[src/rtl/mem_arbiter.sv]
// Two-requester arbiter for a single-port synchronous data memory.
// Round-robin between cpu (0) and loader/debug (1), with a bounded lock
// that lets one requester take back-to-back grants.
module mem_arbiter #(
    parameter int unsigned AW       = 32,
    parameter int unsigned DW       = 32,
    parameter int unsigned MAX_LOCK = 8,
    parameter int unsigned CW       = 4
) (
    input  logic          clk,
    input  logic          reset,
    input  logic          req0,
    input  logic          req1,
    input  logic          lock0,
    input  logic          lock1,
    input  logic [AW-1:0] addr0,
    input  logic [AW-1:0] addr1,
    input  logic [DW-1:0] wdata0,
    input  logic [DW-1:0] wdata1,
    input  logic          we0,
    input  logic          we1,
    output logic          gnt0,
    output logic          gnt1,
    output logic          rvalid0,
    output logic          rvalid1,
    output logic [DW-1:0] rdata,
    output logic          mem_en,
    output logic          mem_we,
    output logic [AW-1:0] mem_addr,
    output logic [DW-1:0] mem_wdata,
    input  logic [DW-1:0] mem_rdata
);

    typedef enum logic {StUnlocked, StLocked} lock_state_e;

    localparam logic [CW-1:0] LockMax = CW'(MAX_LOCK);
    // A limit of one would release on the very grant that takes the lock,
    // so the lock never actually engages.
    localparam bit CanLock = (MAX_LOCK > 1);

    lock_state_e   lock_state;
    logic          lock_own;
    logic          prio;
    logic [CW-1:0] lock_cnt;
    logic [1:0]    rv;

    logic          gnt_any;
    logic          gnt_id;
    logic          gnt_we;
    logic          gnt_lock;
    logic          own_req;
    logic          own_lock;
    logic [CW-1:0] lock_cnt_inc;

    assign own_req      = lock_own ? req1 : req0;
    assign own_lock     = lock_own ? lock1 : lock0;
    assign lock_cnt_inc = lock_cnt + CW'(1);

    // Grant selection: active lock owner first, then a lone requester,
    // then the prio holder on a tie.
    always_comb begin
        gnt_any = 1'b0;
        gnt_id  = 1'b0;
        if (lock_state == StLocked && own_req) begin
            gnt_any = 1'b1;
            gnt_id  = lock_own;
        end else if (req0 && req1) begin
            gnt_any = 1'b1;
            gnt_id  = prio;
        end else if (req0) begin
            gnt_any = 1'b1;
            gnt_id  = 1'b0;
        end else if (req1) begin
            gnt_any = 1'b1;
            gnt_id  = 1'b1;
        end
    end

    assign gnt_we   = gnt_id ? we1 : we0;
    assign gnt_lock = gnt_id ? lock1 : lock0;

    // Reset masks every strobe combinationally so nothing leaks out while held.
    assign gnt0      = ~reset & gnt_any & ~gnt_id;
    assign gnt1      = ~reset & gnt_any & gnt_id;
    assign mem_en    = ~reset & gnt_any;
    assign mem_we    = mem_en & gnt_we;
    assign mem_addr  = gnt_id ? addr1 : addr0;
    assign mem_wdata = gnt_id ? wdata1 : wdata0;
    assign rdata     = mem_rdata;
    assign rvalid0   = rv[0] & ~reset;
    assign rvalid1   = rv[1] & ~reset;

    // Round-robin pointer, read-return flags and lock FSM.
    always_ff @(posedge clk) begin
        if (reset) begin
            lock_state <= StUnlocked;
            lock_own   <= 1'b0;
            lock_cnt   <= '0;
            prio       <= 1'b0;
            rv         <= 2'b00;
        end else begin
            if (gnt_any) begin
                prio <= ~gnt_id;
            end

            rv <= 2'b00;
            if (gnt_any && !gnt_we) begin
                rv[gnt_id] <= 1'b1;
            end

            unique case (lock_state)
                StUnlocked: begin
                    if (CanLock && gnt_any && gnt_lock) begin
                        lock_state <= StLocked;
                        lock_own   <= gnt_id;
                        lock_cnt   <= CW'(1);
                    end
                end
                StLocked: begin
                    // Owner gone, owner let go, or this grant hits the limit.
                    if (!own_req || !own_lock || lock_cnt_inc >= LockMax) begin
                        lock_state <= StUnlocked;
                        lock_cnt   <= '0;
                    end else begin
                        lock_cnt <= lock_cnt_inc;
                    end
                end
                default: begin
                    lock_state <= StUnlocked;
                    lock_cnt   <= '0;
                end
            endcase
        end
    end

endmodule

[config.mk]
export PLATFORM = sky130hd
export DESIGN_NAME = mem_arbiter
export DESIGN_NICKNAME = d
export VERILOG_FILES = /design/src/rtl/mem_arbiter.sv
export SDC_FILE = /design/constraint.sdc
export NUM_CORES = 1
export LEC_CHECK = 0
export CORE_MARGIN = 10
export CORE_UTILIZATION = 21
export DETAILED_ROUTE_END_ITERATION = 10
export GPL_ROUTABILITY_DRIVEN = 0
export MAX_ROUTING_LAYER = met4
export PLACE_DENSITY = 0.82
export SYNTH_ARGS = -nofsm -noshare
export SYNTH_HDL_FRONTEND = slang
export SYNTH_SLANG_ARGS = --single-unit
[constraint.sdc]
create_clock -name clk -period 2.1 [get_ports clk]
set_clock_uncertainty 0.2 [all_clocks]
set_input_delay 0.42 -clock clk [delete_from_list [all_inputs] [get_ports clk]]
set_output_delay 0.42 -clock clk [all_outputs]
set_load 0.03 [all_outputs]
Yosys cells after proc, flatten, opt, wreduce, memory -nomap -nowiden --
Index checks and enable logic that the tools add are counted.
Word-level totals: word-level logic and storage cells 53, flip-flop bits (word level) 9, output and inout bits 102, input port bits 168
Operators by class: equality and inequality tests 1, mux-type cells 21, $lt $le $gt $ge 3, reductions and logical operators 12, bitwise gates (word level) 10, add/subtract/negate cells 1
Operators with widths (number):
- 32-bit 2-to-1 mux | 2
- 1-bit 2-to-1 mux | 14
- 4-bit 2-to-1 mux | 2
- 4-bit case mux with 2 select lines | 1
- 1-bit bitwise AND | 6
- 1-bit logical AND | 5
- 4-bit by 1-bit adder with 4-bit output, second input constant | 1
- 4-bit >= comparator, second input constant | 1
- 1-bit NOT | 4
- 1-bit zero test | 3
- 1-bit logical OR | 2
- 1-bit by 2-bit less-than comparator with 1-bit output, second input constant | 1
- 2-bit != test, second input constant | 1
- 1-bit case mux with 2 select lines | 1
- 2-bit AND reduction | 1
- 2-bit OR reduction | 1
- 1-bit demux with 1-bit select | 1
- 1-bit >= comparator, second input constant | 1

Depth between registers and ports, before layout --
Gate-level depths: netlist of the first run.
word-level depth 9, gate-level depth with buffers 7, depth with buffers taken out 4

Worst setup path before layout of the first run --
Ideal clock, no wire load.
path kind reg2out, start register lock_state, end output mem_we, required time 1.480 ns, buffers on the path 3, arrival 1.608 ns, stages on the path, launching flop included 8, setup slack -0.128 ns, cells stage by stage dfxtp_1 > buf_4 > mux2i_2 > a21boi_2 > buf_6 > buf_6 > mux2i_1 > nor2_1
On the way: cells in the longest elaborated chain, start to end 4, elaborated cells on any way between the ends 6, those cells by class 3 x mux; 2 x bitwise; 1 x reduce/logical
Ends and longest elaborated chain:
- start, declared | line 41 | lock_state_e lock_state;
- start signal, assigned | line 96 | lock_state <= StUnlocked;
- start signal, assigned | line 114 | lock_state <= StLocked;
- start signal, assigned | line 122 | lock_state <= StUnlocked;
- 1-bit logical AND (*) | line 64 | if (lock_state == StLocked && own_req) begin
- 1-bit 2-to-1 mux | line 64
- 1-bit bitwise AND / 1-bit 2-to-1 mux (equally long branches) | line 85, 79
- 1-bit bitwise AND (*) | line 86 | assign mem_we = mem_en & gnt_we;
- end, declared | line 28 | output logic mem_we,
Every way passes the cells marked *; elsewhere a longest branch is shown, timed or not.

Worst setup path after layout of the first run --
start register lock_state, end output mem_addr[14]
On the way: cells in the longest elaborated chain, start to end 3
Ends and longest elaborated chain:
- 1-bit logical AND | line 64
- 1-bit 2-to-1 mux | line 64
- 32-bit 2-to-1 mux | line 87 | assign mem_addr = gnt_id ? addr1 : addr0;
- end, declared | line 29 | output logic [AW-1:0] mem_addr,
No other way between the ends.

==> insert_results.sql, run 1 <==
INSERT INTO impl_metrics (metric_group, metric, value, unit) VALUES
('outcome', 'status', 'finished, violations left', ''),
('outcome', 'failed_checks', 'setup timing', ''),
('synthesis', 'synth_sequential_area_ratio', '11.9', '%'),
('die', 'dieArea', '0.0110', 'mm2'),
('final_layout', 'mostFrequentLayoutCell', 'sky130_fd_sc_hd__clkdlybuf4s50_1', ''),
('sta', 'setup_repair_after_global_routing_missed_its_margin', 'yes', ''),
('placement', 'dpl-instance-area', '0.00347', 'mm2'),
('grt', 'grt_first_pass_wirelength', '14200', 'um'),
('sta', 'timing_worst_slew_pin_value', '0.267', 'ns'),
('grt', 'overall_track_demand_over_capacity_in_global_routing', '16.9', '%'),
('die', 'fp.dieW', '105', 'um'),
('die', 'floorplan.rows', '30', ''),
('die', 'floorplan.initialDensity', '21.9', '%'),
('synthesis', 'postSynth.asyncResetShare', '0', '%'),
('setup_path', 'critical_path_end_type', 'primary output', ''),
('sta', 'relative_slew_slack', '82.2', '%'),
('synthesis', 'ys_ff_latch', '9', ''),
('sta', 'layout_min_cycle_time', '2.48', 'ns'),
('die', 'die_height', '105', 'um'),
('setup_path', 'critical_path.max_fanout', '7', ''),
('final_layout', 'final_layout_size_suffix_gt1_share', '52.2', '%'),
('setup_path', 'critPathKind', 'register to primary output', ''),
('power', 'worst_ir_drop_vdd', '0.000236', 'V'),
('job', 'max_cap_viol_count', '0', ''),
('synthesis', 'postSynthAreaPerCell', '9.64', 'um2'),
('synthesis', 'post_synth_inst_count', '157', ''),
('clock_tree', 'cts_root_buf', 'sky130_fd_sc_hd__clkbuf_8', ''),
('final_layout', 'antenna_cells_inserted', '0', ''),
('drt', 'routed_wirelength', '9970', 'um'),
('final_layout', 'final_design_area_no_fill', '0.00411', 'mm2'),
('sta', 'finalMaxSlewViolations', '0', ''),
('synthesis', 'post_synth_xor_area_fraction', '0', '%'),
('sta', 'hold_viol_final', '0', ''),
('power', 'total_power', '1620', 'uW'),
('clock_tree', 'ctsLongestPathBuffers', '2', ''),
('synthesis', 'number_of_distinct_library_cells_after_synthesis', '27', ''),
('clock_tree', 'clk_pin_slew_worst_paths', '0.05', 'ns'),
('synthesis', 'synth-compound-area-share', '8.93', '%'),
('synthesis', 'syn-num-nets', '326', ''),
('die', 'core-area', '0.00691', 'mm2'),
('synthesis', 'synth.cell_area', '0.00151', 'mm2'),
('final_layout', 'layout.cells.most_common_list', 'sky130_fd_sc_hd__clkdlybuf4s50_1 (133), sky130_fd_sc_hd__buf_6 (62), sky130_fd_sc_hd__mux2_4 (47), sky130_fd_sc_hd__buf_4 (27), sky130_fd_sc_hd__mux2_2 (17)', ''),
('placement', 'placedCellCount', '433', ''),
('clock_tree', 'cts-htree-levels', '1', ''),
('drt', 'drt.antenna.violating_nets', '0', ''),
('clock_tree', 'cts_tree', 'built', ''),
('power', 'cellInternalPower', '1020', 'uW'),
('drt', 'routed_wire_per_std_cell', '21.7', 'um'),
('grt', 'pin_count_of_the_biggest_net_entering_global_routing', '17', ''),
('synthesis', 'post_synth_fa_ha_maj_area_fraction', '0.827', '%'),
('final_layout', 'final_cell_count_without_fillers', '460', ''),
('synthesis', 'yosysWarningCount', '0', ''),
('min_path', 'hold_class', 'register to register', ''),
('sta', 'max_clock_freq', '404', 'MHz'),
('synthesis', 'ys_dominant_reg_cell', 'sky130_fd_sc_hd__dfxtp_1', ''),
('power', 'power-per-cell-area', '394', 'mW/mm2'),
('sta', 'finalSetupViolations', '66', ''),
('clock_tree', 'worst_skew_pair.late_latency', '0.24', 'ns'),
('synthesis', 'multiplexer_share_of_the_synthesized_area', '50.7', '%'),
('drt', 'drc_errors', '0', ''),
('die', 'ios', '270', ''),
('power', 'pwr-share-seq', '11.6', '%'),
('setup_path', 'critPathRequiredTime', '1.48', 'ns'),
('power', 'p_clk_share', '12.6', '%'),
('placement', 'io_buffers', '205', ''),
('clock_tree', 'cts_made_buffers', '3', ''),
('drt', 'detailroute.via_count', '2007', ''),
('synthesis', 'synth_top_family_by_area', 'multiplexers', ''),
('sta', 'post-route-worst-setup-slack', '-0.378', 'ns'),
('placement', 'detailedPlacementHpwl', '7980', 'um'),
('grt', 'remaining_global_route_overflow', '0', '');
per-stage QoR:
stage	hold slack (ns)	util [%]	setup WS, ns	setup TNS (ns)
after global routing	0.325	59.5	-0.446	-25.89
after floorplan	0.286	-	-0.00909	-0.0788
after detailed placement	0.311	50.2	-0.901	-47.81
after global placement	0.297	50.2	-0.879	-47.16
after CTS	0.322	57.4	-0.467	-21.24
final	0.320	59.5	-0.378	-21.40
synthesized netlist by cell type, types with 3 or more instances:
library cell              instances  area (um2)
sky130_fd_sc_hd__buf_2            5        25.0
sky130_fd_sc_hd__nand2_1          5        18.8
sky130_fd_sc_hd__a31o_2           3        26.3
sky130_fd_sc_hd__inv_1            3        11.3
sky130_fd_sc_hd__mux2_4           6        90.1
sky130_fd_sc_hd__mux2_2          58         653
sky130_fd_sc_hd__buf_4           33         248
sky130_fd_sc_hd__dfxtp_1          9         180
sky130_fd_sc_hd__nor2b_1          5        31.3
sky130_fd_sc_hd__nor2_1           6        22.5
critical path: stages (launching register included):
cell and delay [ns]:
sky130_fd_sc_hd__dfxtp_4 0.35, sky130_fd_sc_hd__mux2i_4 0.19, sky130_fd_sc_hd__a21boi_4 0.23, sky130_fd_sc_hd__buf_6 0.14, sky130_fd_sc_hd__buf_6 0.12, sky130_fd_sc_hd__buf_12 0.13, sky130_fd_sc_hd__mux2_4 0.31, sky130_fd_sc_hd__buf_6 0.14
area by class of cell:
cell class                      instances  area, um2  area share [%]
Clock buffer                            3       41.3            1.00
Clock inverter                          1       5.00           0.122
Inverter                                3       11.3           0.274
Multi-Input combinational cell        104       1220            29.7
Sequential cell                         9        184            4.47
Tap cell                               96        120            2.92
Timing Repair Buffer                  244       2530            61.5
kinds of logic (layout without fill, tap and decap cells):
kind of cell               Yosys count  count (layout)
muxes                               66              66
buffers and inverters               44             251
and+or+nand+nor                     22              22
AOI/OAI and AO/OA                   15              15
DFF                                  9               9
adders and majority gates            1               1
registers in the layout, indices dropped and copies added (netlist names):
register,cells
lock_own,1
lock_state,1
prio,1
lock_cnt,4
rv,2
routing by layer:
| layer | wire length (um) | part of all wire (%) | global-route usage (%) | vias up |
|---|---|---|---|---|
| li1 | - | - | - | 949 |
| met1 | 3660 | 37 | 17.4 | 943 |
| met2 | 5420 | 54 | 30.6 | 111 |
| met3 | 825 | 8.3 | 6.39 | 4 |
| met4 | 52 | 0.52 | 2.35 | 0 |
| met5 | 0 | 0 | - | - |
power by group through the flow:
stage	Clock (uW)	Sequential, uW	Combinational (uW)
4_1_cts	210	188	1180
6_report	204	188	1230
5_1_grt	220	189	1290
3_3_place_gp	0	189	999
2_1_floorplan	0	188	595
3_5_place_dp	0	189	1010
worst paths after layout:
check	from	endpoint	slack, ns	cells after the start
worst max-delay path	lock_state	mem_addr[14]	-0.38	7
worst min-delay path	lock_cnt[3]	lock_cnt[3]	0.32	1
worst max register to register	lock_state	rv[0]	0.33	8
worst min register to register	lock_cnt[3]	lock_cnt[3]	0.32	1
repair_timing:
| item | 4_1_cts | 5_1_grt |
|---|---|---|
| setup endpoints to repair | 68 | 67 |
| setup buffers | 10 | 11 |
| hold buffers | 0 | 0 |
| pin swaps | 1 | 2 |
| cloned | 5 | 1 |
| gates resized for setup | 310 | 41 |
| endpoints found under the hold margin | 0 | 0 |
Power figures use the tool's default switching activity.
==> run 2, diff against run 1 <==
PLACE_DENSITY = 0.81   (was 0.82)
==> run 2 against run 1 <==
The run still ends with setup timing left. Register-to-register slack worse by 0.04 ns. Clock-buffer cell count is 1 higher. Setup slack worse by 0.019 ns. Design area is 3.4% lower. First-iteration DRC count is 18% lower. Cell count is 0.65% lower. Routed wire length is 5.3% lower. Non-clock buffer count is 3 lower. Maximum frequency is 0.77% lower. Combinational power is 5% lower. Critical path depth stayed put. Flip-flop and latch count stayed put. Critical path type unchanged.
==> insert_results.sql, run 2 (synthesized netlist as in run 1, its figures left out) <==
INSERT INTO impl_metrics (metric_group, metric, value, unit) VALUES
('clock_tree', 'cts_root_buf', 'sky130_fd_sc_hd__clkbuf_8', ''),
('setup_path', 'worst-endpoint-arrival', '1.88', 'ns'),
('sta', 'layout_min_cycle_time', '2.50', 'ns'),
('drt', 'routed_wire_per_std_cell', '20.6', 'um'),
('sta', 'fin_crit_sh', '119', '%'),
('final_layout', 'num-fill-cells', '598', ''),
('setup_path', 'setup.worst_path.end', 'mem_wdata[19]', ''),
('sta', 'setup_repair_after_global_routing_missed_its_margin', 'yes', ''),
('power', 'pwr-share-seq', '11.9', '%'),
('drt', 'topRoutingLayerUsed', 'met4', ''),
('drt', 'wl_met2', '5310', 'um'),
('die', 'fp.dieW', '105', 'um'),
('power', 'total_power', '1570', 'uW'),
('setup_path', 'critical_path_end_type', 'primary output', ''),
('setup_path', 'critical_path.max_fanout', '5', ''),
('setup_path', 'start_point_of_the_critical_path', 'lock_state', ''),
('drt', 'drt.antenna.violating_nets', '0', ''),
('drt', 'detailedRoute.firstIterationViolations', '27', ''),
('placement', 'io_buffers', '205', ''),
('placement', 'placedCellCount', '436', ''),
('setup_path', 'critPathKind', 'register to primary output', ''),
('grt', 'remaining_global_route_overflow', '0', ''),
('final_layout', 'largest_register_ffs', '4', ''),
('sta', 'totalNegativeSetupSlack', '-21.39', 'ns'),
('final_layout', 'top_regs', 'lock_cnt (4), rv (2)', ''),
('power', 'p_leak', '0.00176', 'uW'),
('final_layout', 'final_cell_count_without_fillers', '457', ''),
('setup_path', 'critical-path-top-cell-by-count', 'sky130_fd_sc_hd__buf_6', ''),
('sta', 'finalMaxSlewViolations', '0', ''),
('grt', 'pin_count_of_the_biggest_net_entering_global_routing', '10', ''),
('power', 'power-per-cell-area', '395', 'mW/mm2'),
('clock_tree', 'worst_skew_pair.late_latency', '0.24', 'ns'),
('setup_path', 'worst_r2r_endpoint', 'lock_cnt[2]', ''),
('job', 'max_cap_viol_count', '0', ''),
('final_layout', 'postLayoutCoreUtil', '57.5', '%'),
('final_layout', 'seq_area', '184', 'um2'),
('power', 'cellInternalPower', '986', 'uW'),
('clock_tree', 'cts_tree', 'built', ''),
('sta', 'post-route-worst-setup-slack', '-0.397', 'ns'),
('setup_path', 'path_depth', '7', ''),
('die', 'core-area', '0.00691', 'mm2'),
('die', 'floorplan.initialDensity', '21.9', '%'),
('setup_path', 'crit_path_start_kind', 'register', ''),
('setup_path', 'critPathMaxStageDelay', '0.35', 'ns'),
('outcome', 'failed_checks', 'setup timing', ''),
('grt', 'number_of_antenna_violations_at_the_first_check_in_global_routing', '0', ''),
('sta', 'relative_slew_slack', '81.8', '%'),
('drt', 'detail_route.wirelength.met1', '3340', 'um'),
('grt', 'overall_track_demand_over_capacity_in_global_routing', '15.8', '%'),
('clock_tree', 'cts-htree-levels', '1', ''),
('power', 'p_clk_share', '13.3', '%'),
('final_layout', 'final_layout_size_suffix_gt1_share', '51.0', '%'),
('final_layout', 'regMostFlops', 'lock_cnt', ''),
('die', 'die_height', '105', 'um'),
('final_layout', 'areaGrowthSynthToFinish', '163', '%'),
('outcome', 'status', 'finished, violations left', ''),
('final_layout', 'fin_nets', '531', ''),
('power', 'power_switching_share', '37.2', '%'),
('power', 'worst_ir_drop_vdd', '0.000203', 'V'),
('setup_path', 'critPathRequiredTime', '1.48', 'ns'),
('drt', 'detailroute.via_count', '1985', ''),
('setup_path', 'timing.critical_path.max_delay_family', 'buffers and inverters', ''),
('final_layout', 'multi_input_area', '0.00115', 'mm2'),
('grt', 'via_count_of_the_first_global_routing_pass', '2327', ''),
('sta', 'finalSetupViolations', '66', ''),
('clock_tree', 'clock_sink_count', '9', ''),
('drt', 'drc_errors', '0', ''),
('setup_path', 'timing.reg2reg.setup_slack', '0.29', 'ns'),
('die', 'ios', '270', ''),
('drt', 'routed_wirelength', '9430', 'um'),
('drt', 'drt_pre_antenna_iters', '4', ''),
('clock_tree', 'cts_made_buffers', '3', ''),
('drt', 'vias_per_std_cell', '4.34', ''),
('final_layout', 'mostFrequentLayoutCell', 'sky130_fd_sc_hd__clkdlybuf4s50_1', ''),
('die', 'dieArea', '0.0110', 'mm2'),
('drt', 'detailroute.wirelength.met3', '698', 'um'),
('placement', 'detailedPlacementHpwl', '7590', 'um'),
('final_layout', 'antenna_cells_inserted', '0', ''),
('clock_tree', 'ctsLongestPathBuffers', '2', ''),
('grt', 'grt_first_pass_wirelength', '13300', 'um'),
('die', 'floorplan.rows', '30', ''),
('clock_tree', 'number_of_hold_repair_buffers_added_at_the_cts_stage', '0', ''),
('min_path', 'hold_class', 'register to register', ''),
('setup_path', 'timing.reg2reg.worst_path_depth', '6', ''),
('setup_path', 'worst_reg2reg_path_startpoint', 'lock_state', ''),
('min_path', 'worstHoldStart', 'lock_cnt[3]', ''),
('sta', 'hold_viol_final', '0', ''),
('sta', 'timing_worst_slew_pin_value', '0.273', 'ns'),
('power', 'power.share.combinational', '74.8', '%'),
('setup_path', 'cpMaxStageDelayCell', 'sky130_fd_sc_hd__dfxtp_4', ''),
('setup_path', 'cp_num_buf_inv', '4', ''),
('setup_path', 'cp_cell_sequence', 'mux2i_4 > a21boi_4 > buf_6 > buf_16 > buf_8 > mux2_4 > buf_6', ''),
('power', 'netSwitchingPower', '584', 'uW'),
('clock_tree', 'clk_pin_slew_worst_paths', '0.05', 'ns'),
('final_layout', 'layout.cells.most_common_list', 'sky130_fd_sc_hd__clkdlybuf4s50_1 (132), sky130_fd_sc_hd__buf_6 (61), sky130_fd_sc_hd__buf_4 (34), sky130_fd_sc_hd__mux2_2 (33), sky130_fd_sc_hd__mux2_4 (31)', ''),
('sta', 'max_clock_freq', '400', 'MHz');
run 2: changes by cell type in the layout (fill, tap and decap cells not counted), sizes merged:
| cell | previous run | this run |
|---|---|---|
| dlymetal6s2s | 0 | 1 |
| clkbuf | 4 | 7 |
| clkinv | 1 | 0 |
| clkdlybuf4s50 | 133 | 132 |
| buf | 107 | 101 |
| clkdlybuf4s18 | 0 | 1 |
run 2: stage by stage:
step / area, um2 / setup slack, ns / hold WS (ns)
2_1_floorplan: 1520 / -0.00909 / 0.286
3_3_place_gp: 3490 / -0.834 / 0.301
3_5_place_dp: 3490 / -0.863 / 0.302
4_1_cts: 3800 / -0.435 / 0.309
5_1_grt: 3970 / -0.460 / 0.330
6_report: 3970 / -0.397 / 0.308
run 2: area by class of cell:
cell class / instances / share of cell area [%]
inverters: 3 / 0.284
repair buffers: 241 / 62.0
well taps: 96 / 3.02
flip-flops and latches: 9 / 4.63
multi-input cells: 104 / 28.9
clock buffers: 4 / 1.13
run 2: worst min-delay path by stage:
| stage | end | cells past startpoint |
|---|---|---|
| 2_1_floorplan | lock_cnt[0] | 2 |
| 3_3_place_gp | lock_cnt[3] | 1 |
| 3_5_place_dp | lock_cnt[3] | 1 |
| 4_1_cts | lock_cnt[3] | 1 |
| 5_1_grt | lock_cnt[3] | 1 |
| 6_report | lock_cnt[3] | 1 |
run 2: power by group through the flow:
| stage | logic [uW] | registers (uW) | clock network, uW |
|---|---|---|---|
| 2_1_floorplan | 595 | 188 | 0 |
| 3_3_place_gp | 1000 | 189 | 0 |
| 3_5_place_dp | 1010 | 189 | 0 |
| 4_1_cts | 1120 | 187 | 209 |
| 5_1_grt | 1230 | 189 | 217 |
| 6_report | 1170 | 188 | 209 |
run 2: what timing repair did:
item / in CTS / in global routing
hold endpoints to repair: 0 / 0
gates cloned: 3 / 2
pin swaps: 1 / 1
setup endpoints to repair: 68 / 68
buffers inserted: 15 / 1
resized for setup: 248 / 79
run 2: layer usage:
layer,track usage (%),up-vias
li1,-,941
met1,15.6,908
met2,29.9,130
met3,5.10,6
met4,2.06,0
met5,-,-
